**config.mk**
```make
export PLATFORM = sky130hd
export DESIGN_NAME = tohost_exit_device
export DESIGN_NICKNAME = d
export VERILOG_FILES = /design/src/rtl/tohost_exit_device_pkg.sv /design/src/rtl/tohost_exit_device_cycle_counter64.sv /design/src/rtl/tohost_exit_device.sv
export SDC_FILE = /design/constraint.sdc
export NUM_CORES = 1
export LEC_CHECK = 0
export ABC_AREA = 1
export BUFFER_PORTS_ARGS = -buffer_cell sky130_fd_sc_hd__buf_4
export CAP_MARGIN = 20
export CORE_MARGIN = 2
export CORE_UTILIZATION = 50
export CTS_CLUSTER_DIAMETER = 40
export CTS_CLUSTER_SIZE = 8
export DETAILED_ROUTE_END_ITERATION = 6
export HOLD_SLACK_MARGIN = 0.05
export PLACE_DENSITY_LB_ADDON = 0.2
export SLEW_MARGIN = 5
export SYNTH_ARGS = -nofsm -noshare
export SYNTH_HDL_FRONTEND = slang
export SYNTH_SLANG_ARGS = --single-unit
export TNS_END_PERCENT = 1
```
**constraint.sdc**
```tcl
create_clock -name clk -period 1.7 [get_ports clk]
set_input_delay 0.34 -clock clk [delete_from_list [all_inputs] [get_ports clk]]
set_output_delay 0.34 -clock clk [all_outputs]
set_load 0.005 [all_outputs]
```
**src/rtl/tohost_exit_device_pkg.sv**
```systemverilog
// Shared definitions for the tohost exit device: register offsets, FSM states, exit codes.
package tohost_exit_device_pkg;

  localparam logic [1:0] TOHOST_OFS   = 2'd0;
  localparam logic [1:0] CYCLE_LO_OFS = 2'd1;
  localparam logic [1:0] CYCLE_HI_OFS = 2'd2;
  localparam logic [1:0] CONSOLE_OFS  = 2'd3;

  localparam int unsigned CNT_W     = 64;
  localparam logic [31:0] PASS_CODE = 32'd1;

  typedef enum logic {
    IDLE = 1'b0,
    RESP = 1'b1
  } state_e;

endpackage

```
**src/rtl/tohost_exit_device_cycle_counter64.sv**
```systemverilog
// Free-running 64-bit cycle counter with a high-word snapshot taken on CYCLE_LO reads.
module cycle_counter64
  import tohost_exit_device_pkg::*;
(
  input  logic             clk,
  input  logic             rst,
  input  logic             snap_i,
  output logic [CNT_W-1:0] cnt_o,
  output logic [31:0]      hi_o
);

  logic [CNT_W-1:0] cnt_q, cnt_d;
  logic [31:0]      hi_q, hi_d;

  // Snapshot uses the pre-increment value so LO and HI come from the same count.
  always_comb begin
    cnt_d = cnt_q + 1'b1;
    hi_d  = snap_i ? cnt_q[63:32] : hi_q;
  end

  always_ff @(posedge clk) begin
    if (rst) begin
      cnt_q <= '0;
      hi_q  <= '0;
    end else begin
      cnt_q <= cnt_d;
      hi_q  <= hi_d;
    end
  end

  assign cnt_o = cnt_q;
  assign hi_o  = hi_q;

endmodule

```
**src/rtl/tohost_exit_device.sv**
```systemverilog
// Memory-mapped exit/console/cycle-counter responder for the simulation top.
// Optional watchdog exit enabled by defining EXIT_WATCHDOG_EN.
module tohost_exit_device
  import tohost_exit_device_pkg::*;
#(
  parameter int unsigned WATCHDOG_CYCLES = 100000,
  parameter logic [31:0] FAIL_CODE       = 32'hFFFF_FFFF
) (
  input  logic        clk,
  input  logic        rst,
  input  logic        req_valid,
  output logic        req_ready,
  input  logic [31:0] req_addr,
  input  logic        req_wen,
  input  logic [31:0] req_wdata,
  output logic        resp_valid,
  output logic [31:0] resp_rdata,
  output logic        char_valid,
  output logic [7:0]  char_data,
  output logic        exit,
  output logic [31:0] gp
);

  state_e           state_q, state_d;
  logic [31:0]      tohost_q, tohost_d;
  logic [31:0]      rdata_q, rdata_d;
  logic [31:0]      gp_q, gp_d;
  logic             exit_q, exit_d;
  logic             chv_q, chv_d;
  logic [7:0]       chd_q, chd_d;
  logic             snap;
  logic             accept;
  logic [CNT_W-1:0] cnt;
  logic [31:0]      cnt_hi;

  cycle_counter64 u_cnt (
    .clk    (clk),
    .rst    (rst),
    .snap_i (snap),
    .cnt_o  (cnt),
    .hi_o   (cnt_hi)
  );

  assign req_ready = (state_q == IDLE) && !rst;
  assign accept    = req_valid && req_ready;

  always_comb begin
    state_d  = state_q;
    tohost_d = tohost_q;
    rdata_d  = '0;
    gp_d     = gp_q;
    exit_d   = exit_q;
    chv_d    = 1'b0;
    chd_d    = chd_q;
    snap     = 1'b0;
    case (state_q)
      IDLE: begin
        if (accept) begin
          state_d = RESP;
          case (req_addr[3:2])
            TOHOST_OFS: begin
              if (req_wen) begin
                tohost_d = req_wdata;
                if (req_wdata[0] && !exit_q) begin
                  exit_d = 1'b1;
                  gp_d   = req_wdata;
                end
              end else begin
                rdata_d = tohost_q;
              end
            end
            CYCLE_LO_OFS: begin
              if (!req_wen) begin
                rdata_d = cnt[31:0];
                snap    = 1'b1;
              end
            end
            CYCLE_HI_OFS: begin
              if (!req_wen) rdata_d = cnt_hi;
            end
            default: begin
              if (req_wen) begin
                chv_d = 1'b1;
                chd_d = req_wdata[7:0];
              end
            end
          endcase
        end
      end
      default: state_d = IDLE;
    endcase
`ifdef EXIT_WATCHDOG_EN
    // A TOHOST exit accepted this same cycle already set exit_d and keeps its code.
    if (cnt == CNT_W'(WATCHDOG_CYCLES) && !exit_d) begin
      exit_d = 1'b1;
      gp_d   = FAIL_CODE;
    end
`endif
  end

  always_ff @(posedge clk) begin
    if (rst) begin
      state_q  <= IDLE;
      tohost_q <= '0;
      rdata_q  <= '0;
      gp_q     <= '0;
      exit_q   <= 1'b0;
      chv_q    <= 1'b0;
      chd_q    <= '0;
    end else begin
      state_q  <= state_d;
      tohost_q <= tohost_d;
      rdata_q  <= rdata_d;
      gp_q     <= gp_d;
      exit_q   <= exit_d;
      chv_q    <= chv_d;
      chd_q    <= chd_d;
    end
  end

  // Pulses are masked while reset is asserted so a response caught by reset is dropped.
  assign resp_valid = (state_q == RESP) && !rst;
  assign resp_rdata = rdata_q;
  assign char_valid = chv_q && !rst;
  assign char_data  = chd_q;
  assign exit       = exit_q;
  assign gp         = gp_q;

`ifdef EXIT_WATCHDOG_EN
  logic unused_bits;
  assign unused_bits = ^{req_addr[31:4], req_addr[1:0]};
`else
  logic unused_bits;
  assign unused_bits = ^{req_addr[31:4], req_addr[1:0], WATCHDOG_CYCLES, FAIL_CODE};
`endif

endmodule
```
==> metrics.cfg <==
[route]
vias_per_cell=5.21
drc_errors=0
ant_nets=0
finalWirelength_um=26700
num_vias=8843
firstDrtPassIters=5
wl_per_cell_um=15.7
drtIter0Drc=578

[clock_network]
numCtsBuffers=35
cts-root-buf=clkbuf_16
cts_buffer_depth=3
insertion_delay_ps=500
clock_sinks=203
clk_transition_reported_paths_ps=50
cts_tree=done
htreeDepth=2
hold_buffers=0

[pwr]
internal-power_w=0.00928
power_switching_w=0.00258
p_total_w=0.0119
seqPwrFrac_pct=40.9
swShare_pct=21.7
power_frac_comb_pct=4.0
p_per_area_nw_per_um2=1020
pwr-share-clk_pct=55.1
p_leak_nw=4.61
ir_drop_mv=0.642

[synth]
synth_warnings=0
synth_cell_type_count=33
synthFlopType=dfxtp_1
synthTopCellsByCount=325 x nand2_1, 288 x nor2_1, 203 x dfxtp_1, 92 x inv_1, 81 x o21ai_0
synth-seq-cells=203
synth_area_um2=8690
synth_nets=1331
synth_area_leaders=dfxtp_1 47%, nand2_1 14%, nor2_1 12%
syn_avg_cell_area_um2=6.89
yosysMostFrequentCell=nand2_1
syn_inst=1262
synth_top_area_cell=dfxtp_1
yosysTopAreaCellShare_pct=46.8
yosysSeqAreaShare_pct=46.8
synth-edff-count=0
async_flop_share_pct=0

[grt]
antenna_found_initial=0
grt_pass1_wl_um=41900
grt_use_total_pct=28.8
grt_max_degree=55
grt_pass1_vias=8470
overflow=0

[worst_setup_path]
crit_fanout=3
crit_arrival_ps=2040
critical_path_class=flip-flop to flip-flop
worstPathRequired_ps=2080
critPathLaunchType=flip-flop
end_kind=flip-flop

[timing]
finalClockSkew_ps=14.5
fin_crit_sh_pct=97.7
worstMarginPinSlew_ps=445
min_period_ps=1660
setup_tns_ps=0
slew_headroom_pct=70.3
rsz0062_at_grt=true
setup-violations-final=0
report.final.slew_viol_count=0
maxClockFrequency_ghz=0.602
finalHoldViolCount=0

[layout]
drive_gt1_share_pct=22.0
final_util_pct=67.9
nNetsFinal=1528
antenna_cells=0
area_growth_pct=33.6

[outcome]
outcome=completed

[floorplanning]
io_pins=144
die_y_um=136
fp.dieW_um=136
rows=48
die-area_um2=18400
core_um2=17100
initial_core_util_pct=50.8

[job]
maxCapViolations=0

[worst_hold_path]
hold_class=input port to flip-flop

[place]
place_congestion=0.985
hpwl_um=19100
portBuffers=113

==> metal layers <==
layer  share of wire (%)  GRT usage, %  up-vias
li1                    -             -     4422
met1                  44          37.3     4091
met2                  47          47.0      267
met3                 6.6          6.56       63
met4                 3.0          10.8        0
met5                   0             0        -
==> state kept, by name, summed over array words and instances, names as in the netlist <==
signal / count
char_data: 8
chv_q: 1
exit: 1
gp: 32
resp_rdata: 32
state_q: 1
tohost_q: 32
u_cnt.cnt_o: 64
u_cnt.hi_o: 32
==> cell usage in the layout (no fill, tap or decap), drive strengths merged <==
master / n
xor2: 6
nor2b: 2
o21ai: 89
nor3: 3
nor2: 296
a221oi: 2
o21a: 1
nand4: 13
o22ai: 3
ha: 1
nand3b: 1
xnor2: 3
inv: 95
clkinvlp: 3
buf: 212
nand3: 57
dfxtp: 203
a21oi: 80
nor3b: 2
nand2: 327
clkinv: 2
bufinv: 2
clkbuf: 43
a31oi: 27
==> timing repair <==
action | CTS | global route
pin swaps | 0 | 9
setup endpoints to repair | 26 | 83
setup buffers | 0 | 1
gates resized for setup | 10 | 46
==> layout make-up <==
| class | count | area [um2] |
|---|---|---|
| Multi-Input combinational cell | 913 | 4150 |
| Sequential cell | 203 | 4070 |
| Inverter | 94 | 355 |
| Clock buffer | 43 | 967 |
| Tap cell | 225 | 282 |
| Fill cell | 1483 | 5500 |
| Timing Repair Buffer | 212 | 1670 |
| Clock inverter | 8 | 113 |
==> stage by stage <==
stage,std cells,worst slack [ps],cell area (um2),hold WS (ps)
after floorplan,1262,153,8690,430
after global placement,1646,-55.1,10400,440
after detailed placement,1646,-143,10400,445
after CTS,1697,-4.76,11500,78.3
after global routing,1698,-63.1,11600,92.9
final,1698,38.7,11600,88.4
==> kinds of logic (layout without fill, tap and decap cells) <==
family,count (synthesis),after routing,share of synthesized area (%)
and+or+nand+nor,701,701,32.7
DFF,203,203,46.8
AOI/OAI and AO/OA,202,202,12.3
buffers and inverters,146,357,7.21
xor gates and xnor gates,9,9,0.907
adders and majority gates,1,1,0.144
==> power by group through the flow <==
stage                     logic (W)  clock network (W)  registers [W]
after CTS                  0.000466            0.00661        0.00484
after global placement     0.000451                  0        0.00493
after global routing       0.000515            0.00682        0.00484
after detailed placement   0.000458                  0        0.00493
final                      0.000472            0.00654        0.00485
after floorplan            0.000240                  0        0.00493
==> final timing paths <==
kind / slack (ps) / end / cells past startpoint / startpoint
max: 40 / u_cnt.cnt_o[54] / 10 / u_cnt.cnt_o[1]
min: 90 / char_data[2] / 3 / req_wdata[2]
max reg2reg: 40 / u_cnt.cnt_o[54] / 10 / u_cnt.cnt_o[1]
min reg2reg: 460 / gp[12] / 2 / gp[12]
==> critical path, stage by stage (launching register included) <==
cell and delay (ps):
dfxtp_2 340, ha_2 190, nand2_2 90, nor2_4 180, nand2_1 110, nor2_2 190
nand2_1 140, nor2_4 150, nand2_1 60, nand2_1 60, nor2_1 30
Power figures use the tool's default switching activity.
